File: config.mk
export PLATFORM = sky130hd
export DESIGN_NAME = frv_gpr_wb_arbiter
export DESIGN_NICKNAME = d
export VERILOG_FILES = /design/src/rtl/frv_gpr_wb_arbiter.sv
export SDC_FILE = /design/constraint.sdc
export NUM_CORES = 1
export LEC_CHECK = 0
export CAP_MARGIN = 20
export CELL_PAD_IN_SITES_DETAIL_PLACEMENT = 1
export CELL_PAD_IN_SITES_GLOBAL_PLACEMENT = 2
export CORE_MARGIN = 2
export CORE_UTILIZATION = 29
export CTS_CLUSTER_DIAMETER = 100
export CTS_CLUSTER_SIZE = 16
export DETAILED_ROUTE_END_ITERATION = 7
export PLACE_DENSITY_LB_ADDON = 0.2
export SYNTH_ARGS = -nofsm -noshare
export SYNTH_HDL_FRONTEND = slang
export SYNTH_SLANG_ARGS = --single-unit
File: constraint.sdc
create_clock -name g_clk -period 4.79 [get_ports g_clk]
set_input_delay 1.437 -clock g_clk [delete_from_list [all_inputs] [get_ports g_clk]]
set_output_delay 1.437 -clock g_clk [all_outputs]
set_load 0.01 [all_outputs]
File: src/rtl/frv_gpr_wb_arbiter.sv
// Arbitrates the single GPR write port between the in-order writeback stage and
// a long-latency unit whose results are buffered in a small FIFO until the port is free.
module frv_gpr_wb_arbiter #(
  parameter int XLEN         = 32,
  parameter int FIFO_DEPTH   = 2,
  parameter int STARVE_LIMIT = 4
) (
  input  logic            g_clk,
  input  logic            g_reset,
  input  logic            wb_valid,
  input  logic [4:0]      wb_rd,
  input  logic [XLEN-1:0] wb_wdata,
  output logic            wb_stall,
  input  logic            lu_valid,
  input  logic [4:0]      lu_rd,
  input  logic [XLEN-1:0] lu_wdata,
  output logic            lu_ready,
  output logic            gpr_wen,
  output logic [4:0]      gpr_rd,
  output logic [XLEN-1:0] gpr_wdata,
  output logic [31:0]     pend_mask
);

  localparam int PTR_W = (FIFO_DEPTH > 1) ? $clog2(FIFO_DEPTH) : 1;
  localparam int CNT_W = $clog2(FIFO_DEPTH + 1);
  localparam int SC_W  = $clog2(STARVE_LIMIT + 1);

  localparam logic [CNT_W-1:0] DEPTH_C  = CNT_W'(FIFO_DEPTH);
  localparam logic [SC_W-1:0]  LIMIT_C  = SC_W'(STARVE_LIMIT);
  localparam logic [PTR_W-1:0] LAST_PTR = PTR_W'(FIFO_DEPTH - 1);

  typedef enum logic [1:0] {
    GNT_NONE,
    GNT_WB,
    GNT_HEAD,
    GNT_BYPASS
  } gnt_e;

  logic [4:0]            r_rd   [FIFO_DEPTH];
  logic [XLEN-1:0]       r_data [FIFO_DEPTH];
  logic [FIFO_DEPTH-1:0] r_vld;
  logic [PTR_W-1:0]      r_head;
  logic [PTR_W-1:0]      r_tail;
  logic [CNT_W-1:0]      r_count;
  logic [SC_W-1:0]       r_starve;

  logic                  w_empty;
  logic                  w_starve_mode;
  logic                  w_wb_req;
  logic                  w_lu_live;
  logic                  w_push;
  logic                  w_pop;
  gnt_e                  w_grant;
  logic [CNT_W-1:0]      w_count_nxt;
  logic [SC_W-1:0]       w_starve_nxt;
  logic [PTR_W-1:0]      w_head_inc;
  logic [PTR_W-1:0]      w_tail_inc;
  logic [31:0]           w_mask;

  assign w_empty       = (r_count == '0);
  assign w_starve_mode = !w_empty && (r_starve == LIMIT_C);
  assign w_wb_req      = wb_valid && (|wb_rd);

  // Readiness uses only the registered count, so a full FIFO refuses even while it pops.
  assign lu_ready  = (r_count != DEPTH_C);
  assign w_lu_live = lu_valid && lu_ready && (|lu_rd);
  assign wb_stall  = w_starve_mode;

  // NOTE: every combinational output gets a default first so no latch is inferred.
  always_comb begin
    w_grant = GNT_NONE;
    if (w_starve_mode)        w_grant = GNT_HEAD;
    else if (w_wb_req)        w_grant = GNT_WB;
    else if (!w_empty)        w_grant = GNT_HEAD;
    else if (w_lu_live)       w_grant = GNT_BYPASS;
  end

  assign w_pop  = (w_grant == GNT_HEAD);
  assign w_push = w_lu_live && (w_grant != GNT_BYPASS);

  always_comb begin
    gpr_wen   = 1'b0;
    gpr_rd    = '0;
    gpr_wdata = '0;
    case (w_grant)
      GNT_WB: begin
        gpr_wen   = 1'b1;
        gpr_rd    = wb_rd;
        gpr_wdata = wb_wdata;
      end
      GNT_HEAD: begin
        gpr_wen   = 1'b1;
        gpr_rd    = r_rd[r_head];
        gpr_wdata = r_data[r_head];
      end
      GNT_BYPASS: begin
        gpr_wen   = 1'b1;
        gpr_rd    = lu_rd;
        gpr_wdata = lu_wdata;
      end
      default: begin
        gpr_wen = 1'b0;
      end
    endcase
  end

  assign w_head_inc = (r_head == LAST_PTR) ? '0 : r_head + PTR_W'(1);
  assign w_tail_inc = (r_tail == LAST_PTR) ? '0 : r_tail + PTR_W'(1);

  always_comb begin
    w_count_nxt = r_count;
    if (w_push && !w_pop)      w_count_nxt = r_count + CNT_W'(1);
    else if (!w_push && w_pop) w_count_nxt = r_count - CNT_W'(1);
  end

  // The age counter tracks how long the current head has lost to writeback.
  always_comb begin
    w_starve_nxt = r_starve;
    if (w_pop || (w_count_nxt == '0))
      w_starve_nxt = '0;
    else if ((w_grant == GNT_WB) && !w_empty && (r_starve != LIMIT_C))
      w_starve_nxt = r_starve + SC_W'(1);
  end

  // NOTE: sequential state is updated with non-blocking assignments only.
  always_ff @(posedge g_clk or posedge g_reset) begin
    if (g_reset) begin
      r_head   <= '0;
      r_tail   <= '0;
      r_count  <= '0;
      r_starve <= '0;
      r_vld    <= '0;
    end else begin
      r_count  <= w_count_nxt;
      r_starve <= w_starve_nxt;
      if (w_pop) begin
        r_head        <= w_head_inc;
        r_vld[r_head] <= 1'b0;
      end
      if (w_push) begin
        r_tail        <= w_tail_inc;
        r_vld[r_tail] <= 1'b1;
      end
    end
  end

  // NOTE: the entry storage is not reset; r_vld alone says which slots hold live data.
  always_ff @(posedge g_clk) begin
    if (w_push) begin
      r_rd[r_tail]   <= lu_rd;
      r_data[r_tail] <= lu_wdata;
    end
  end

  always_comb begin
    w_mask = '0;
    for (int i = 0; i < FIFO_DEPTH; i++) begin
      if (r_vld[i]) w_mask[r_rd[i]] = 1'b1;
    end
    w_mask[0] = 1'b0;
  end

  assign pend_mask = w_mask;

endmodule

==> results.cfg <==
[floorplan]
rows = 44
die_y_um = 126
core_area_um2 = 14600
die_width_um = 126
fp.dieArea_um2 = 16000
initial_utilization = 0.298
design.portCount = 150

[cts]
cts_made_buffers = 9
clock_tree_from_tritoncts = yes
clockBufferDepth = 2
clock-root-buffer = sky130_fd_sc_hd__clkbuf_16
insertion_delay_ns = 0.33
quantity_of_hold_fixing_buffers_added_after_cts = 0
ctsHtreeMaxLevel = 3
clock_sink_total = 83
clk_transition_reported_paths_ns = 0.06

[sta]
report.final.setup_viol = 0
max_slew.worst_pin.slew_ns = 0.587
hold_viol = 0
max_freq_mhz = 211
clock-skew-final_ns = 0.00556
finalWorstSetupSlack_ns = 0.0574
slew_headroom = 0.604
maxSlewViolCount = 0
final_worst_path_period_share = 0.988
layout_min_cycle_time_ns = 4.73
grt_setup_unrepaired = no

[finish]
area_growth_syn_to_layout_pct = 49.4
finalCoreUtilization = 0.444
antenna-diode-count = 0
finalInstanceArea_um2 = 6480
fin_cells = 692
multi_input_area_um2 = 1700
final_nets = 585
register_area_um2 = 2450
layout.filler_cells = 1543
drive_gt1_frac = 0.165

[pwr]
netSwitchingPower_uw = 1070
pwr-share-seq = 0.355
sw_frac_of_total = 0.339
clkPwrFrac = 0.233
power_leakage_uw = 0.00239
totalPowerFinal_uw = 3150
combPwrFrac = 0.411
vdd.ir_drop.worst_mv = 0.231
internal_power_uw = 2080
power.density_cell_area_nw_per_um2 = 487

[critical_path]
cp_slowest_stage_delay_ns = 0.43
critical_path.cell_chain = dlygate4sd2_1, or3_4, o311a_4, buf_4, a221o_1, clkdlybuf4s15_1
critPathRequiredTime_ns = 3.35
crit_arrival_ns = 3.30
r2r_slack_ns = 2.22
critical-path-slowest-cell = sky130_fd_sc_hd__or3_4
end_kind = output pin
crit_fanout = 14
startpoint_type = input pin
worstSetupPathType = input pin to output pin

[route]
remaining_drc_errors = 0
routed-wl-met2_um = 6750
drtIter0Drc = 169
maxUsedRoutingLayer = met4
route.vias.total = 3542
detail_route.wirelength_um = 13200
met3RoutedLength_um = 773
drt_pass1_iterations = 4
avgViaCountPerCell = 5.12
postRouteAntennaNets = 0
drt-met1-wl_um = 5490
drt-wirelength-per-cell_um = 19.1

[global_route]
antenna_found_initial = 0
gr-usage-all-layers = 0.166
globalRouteOverflowTotal = 0
grt_pass1_wl_um = 20900
grt_start_max_net_pins = 25
grt_pass1_vias = 3848

[synth]
post_synth_main_area_contributors = sky130_fd_sc_hd__edfxtp_1 51%, sky130_fd_sc_hd__mux2i_1 8.8%, sky130_fd_sc_hd__a221o_1 7.8%
async_flop_share = 0.108
synth.distinct_cells = 46
synth-edff-count = 74
mappedNetlistNets = 421
syn-instance-count = 339
post_synth_instance_area_um2 = 4340
synth_largest_type_area_fraction = 0.512
dominant_register_cell_in_the_synthesized_netlist = sky130_fd_sc_hd__edfxtp_1
synthesis.yosys.warnings = 0
ys_seq_elements = 83
synth_seq_area_share = 0.564
largest_area_contributor_in_the_synthesized_netlist = sky130_fd_sc_hd__edfxtp_1
synth.avg_cell_area_um2 = 12.8

[placed_design]
post-place-cells = 671
detailed_place.area_um2 = 6140
post-place-ws_ns = -0.446
place_congestion = 0.800
port_buffers = 148
place.detailed.hpwl_um = 9590

[flow_run]
maxCapViolCount = 0

[run_status]
outcome = finished clean

[hold_path]
class_of_the_most_critical_hold_timing_path = register to register
-- registers in the layout, indices dropped and copies added, names as in the netlist --
signal	cells
r_data	64
r_vld	2
r_head	1
r_starve	3
r_rd	10
r_count	2
r_tail	1
-- cell usage after synthesis, types with 6 or more instances --
cell type	count
sky130_fd_sc_hd__nand3b_1	11
sky130_fd_sc_hd__inv_1	9
sky130_fd_sc_hd__mux2i_1	38
sky130_fd_sc_hd__a221o_1	34
sky130_fd_sc_hd__buf_6	8
sky130_fd_sc_hd__nor2_1	41
sky130_fd_sc_hd__clkbuf_1	14
sky130_fd_sc_hd__nand2_1	6
sky130_fd_sc_hd__o22ai_1	31
sky130_fd_sc_hd__edfxtp_1	74
sky130_fd_sc_hd__dfrtp_1	9
-- critical path: cells and delay by family --
kind / cells / cell delay, ns
AO/OA/AOI/OAI: 2 / 0.72
buffers and inverters: 3 / 0.70
AND/OR/NAND/NOR: 1 / 0.43
-- power by group through the flow --
stage	clock (uW)	sequential, uW	combinational [uW]
after CTS	752	1120	1320
final	736	1120	1300
after global routing	775	1150	1420
after global placement	0	1130	1340
after detailed placement	0	1140	1360
after floorplan	0	1060	828
-- cell families (layout without fill, tap and decap cells) --
| group | Yosys count | after routing | share of synthesized area |
|---|---|---|---|
| AO/OA/AOI/OAI | 90 | 90 | 0.172 |
| XOR/XNOR | 3 | 3 | 0.00605 |
| adder cells (fa/ha/maj) | 4 | 4 | 0.0115 |
| buffers and inverters | 36 | 205 | 0.0539 |
| flip-flops | 83 | 83 | 0.564 |
| multiplexers | 38 | 38 | 0.0876 |
| other | 1 | 1 | 0.000864 |
| AND/OR/NAND/NOR | 84 | 84 | 0.104 |
-- placed cells by master, fill, tap and decap left out, types with 4 or more instances in the layout --
cell / n
sky130_fd_sc_hd__clkdlybuf4s50_1: 104
sky130_fd_sc_hd__edfxtp_1: 74
sky130_fd_sc_hd__nor2_1: 41
sky130_fd_sc_hd__mux2i_1: 38
sky130_fd_sc_hd__a221o_1: 34
sky130_fd_sc_hd__o22ai_1: 31
sky130_fd_sc_hd__clkdlybuf4s15_1: 21
sky130_fd_sc_hd__buf_4: 21
sky130_fd_sc_hd__nand3b_1: 11
sky130_fd_sc_hd__inv_1: 9
sky130_fd_sc_hd__clkbuf_16: 9
sky130_fd_sc_hd__dlygate4sd2_1: 8
sky130_fd_sc_hd__buf_2: 8
sky130_fd_sc_hd__dfrtp_1: 8
sky130_fd_sc_hd__nand2_1: 6
sky130_fd_sc_hd__buf_12: 6
sky130_fd_sc_hd__nand3_1: 5
sky130_fd_sc_hd__o21ai_0: 5
sky130_fd_sc_hd__or3b_2: 5
sky130_fd_sc_hd__clkbuf_2: 5
sky130_fd_sc_hd__ha_1: 4
sky130_fd_sc_hd__buf_6: 4
-- per-stage QoR --
step / hold slack (ns) / TNS [ns]
detailed placement: 0.561 / -15.26
global route: 0.596 / 0
finish: 0.570 / 0
floorplan: 0.494 / 0
global placement: 0.547 / -14.87
CTS: 0.573 / 0
-- per-layer routing --
metal,track usage,up-vias
met1,0.203,1724
met2,0.294,125
met3,0.0367,11
met5,0,-
li1,-,1682
met4,0.0485,0
-- cell type report --
class | instances | share of cell area
sequential | 83 | 0.378
timing repair buffer | 180 | 0.271
clock buffer | 9 | 0.0347
tap | 184 | 0.0355
inverter | 9 | 0.00521
multi-input combinational | 220 | 0.262
clock inverter | 7 | 0.0139
-- timing repair --
item	in CTS	in global routing
cloned	2	0
setup endpoints to repair	38	36
pin swaps	3	4
buffers inserted	3	0
resized for setup	98	14
-- path summary, 6_finish.rpt --
kind,from,end,cells past startpoint
worst max-delay path,wb_rd[1],gpr_wdata[6],6
min in group asynchronous,g_reset,r_count[1],2
worst max register to register,r_count[0],r_data[1][25],8
max in group asynchronous,g_reset,r_head,2
worst min register to register,r_tail,r_tail,1
worst min-delay path,r_tail,r_tail,1
No activity file was read; power rests on OpenSTA's default activity.
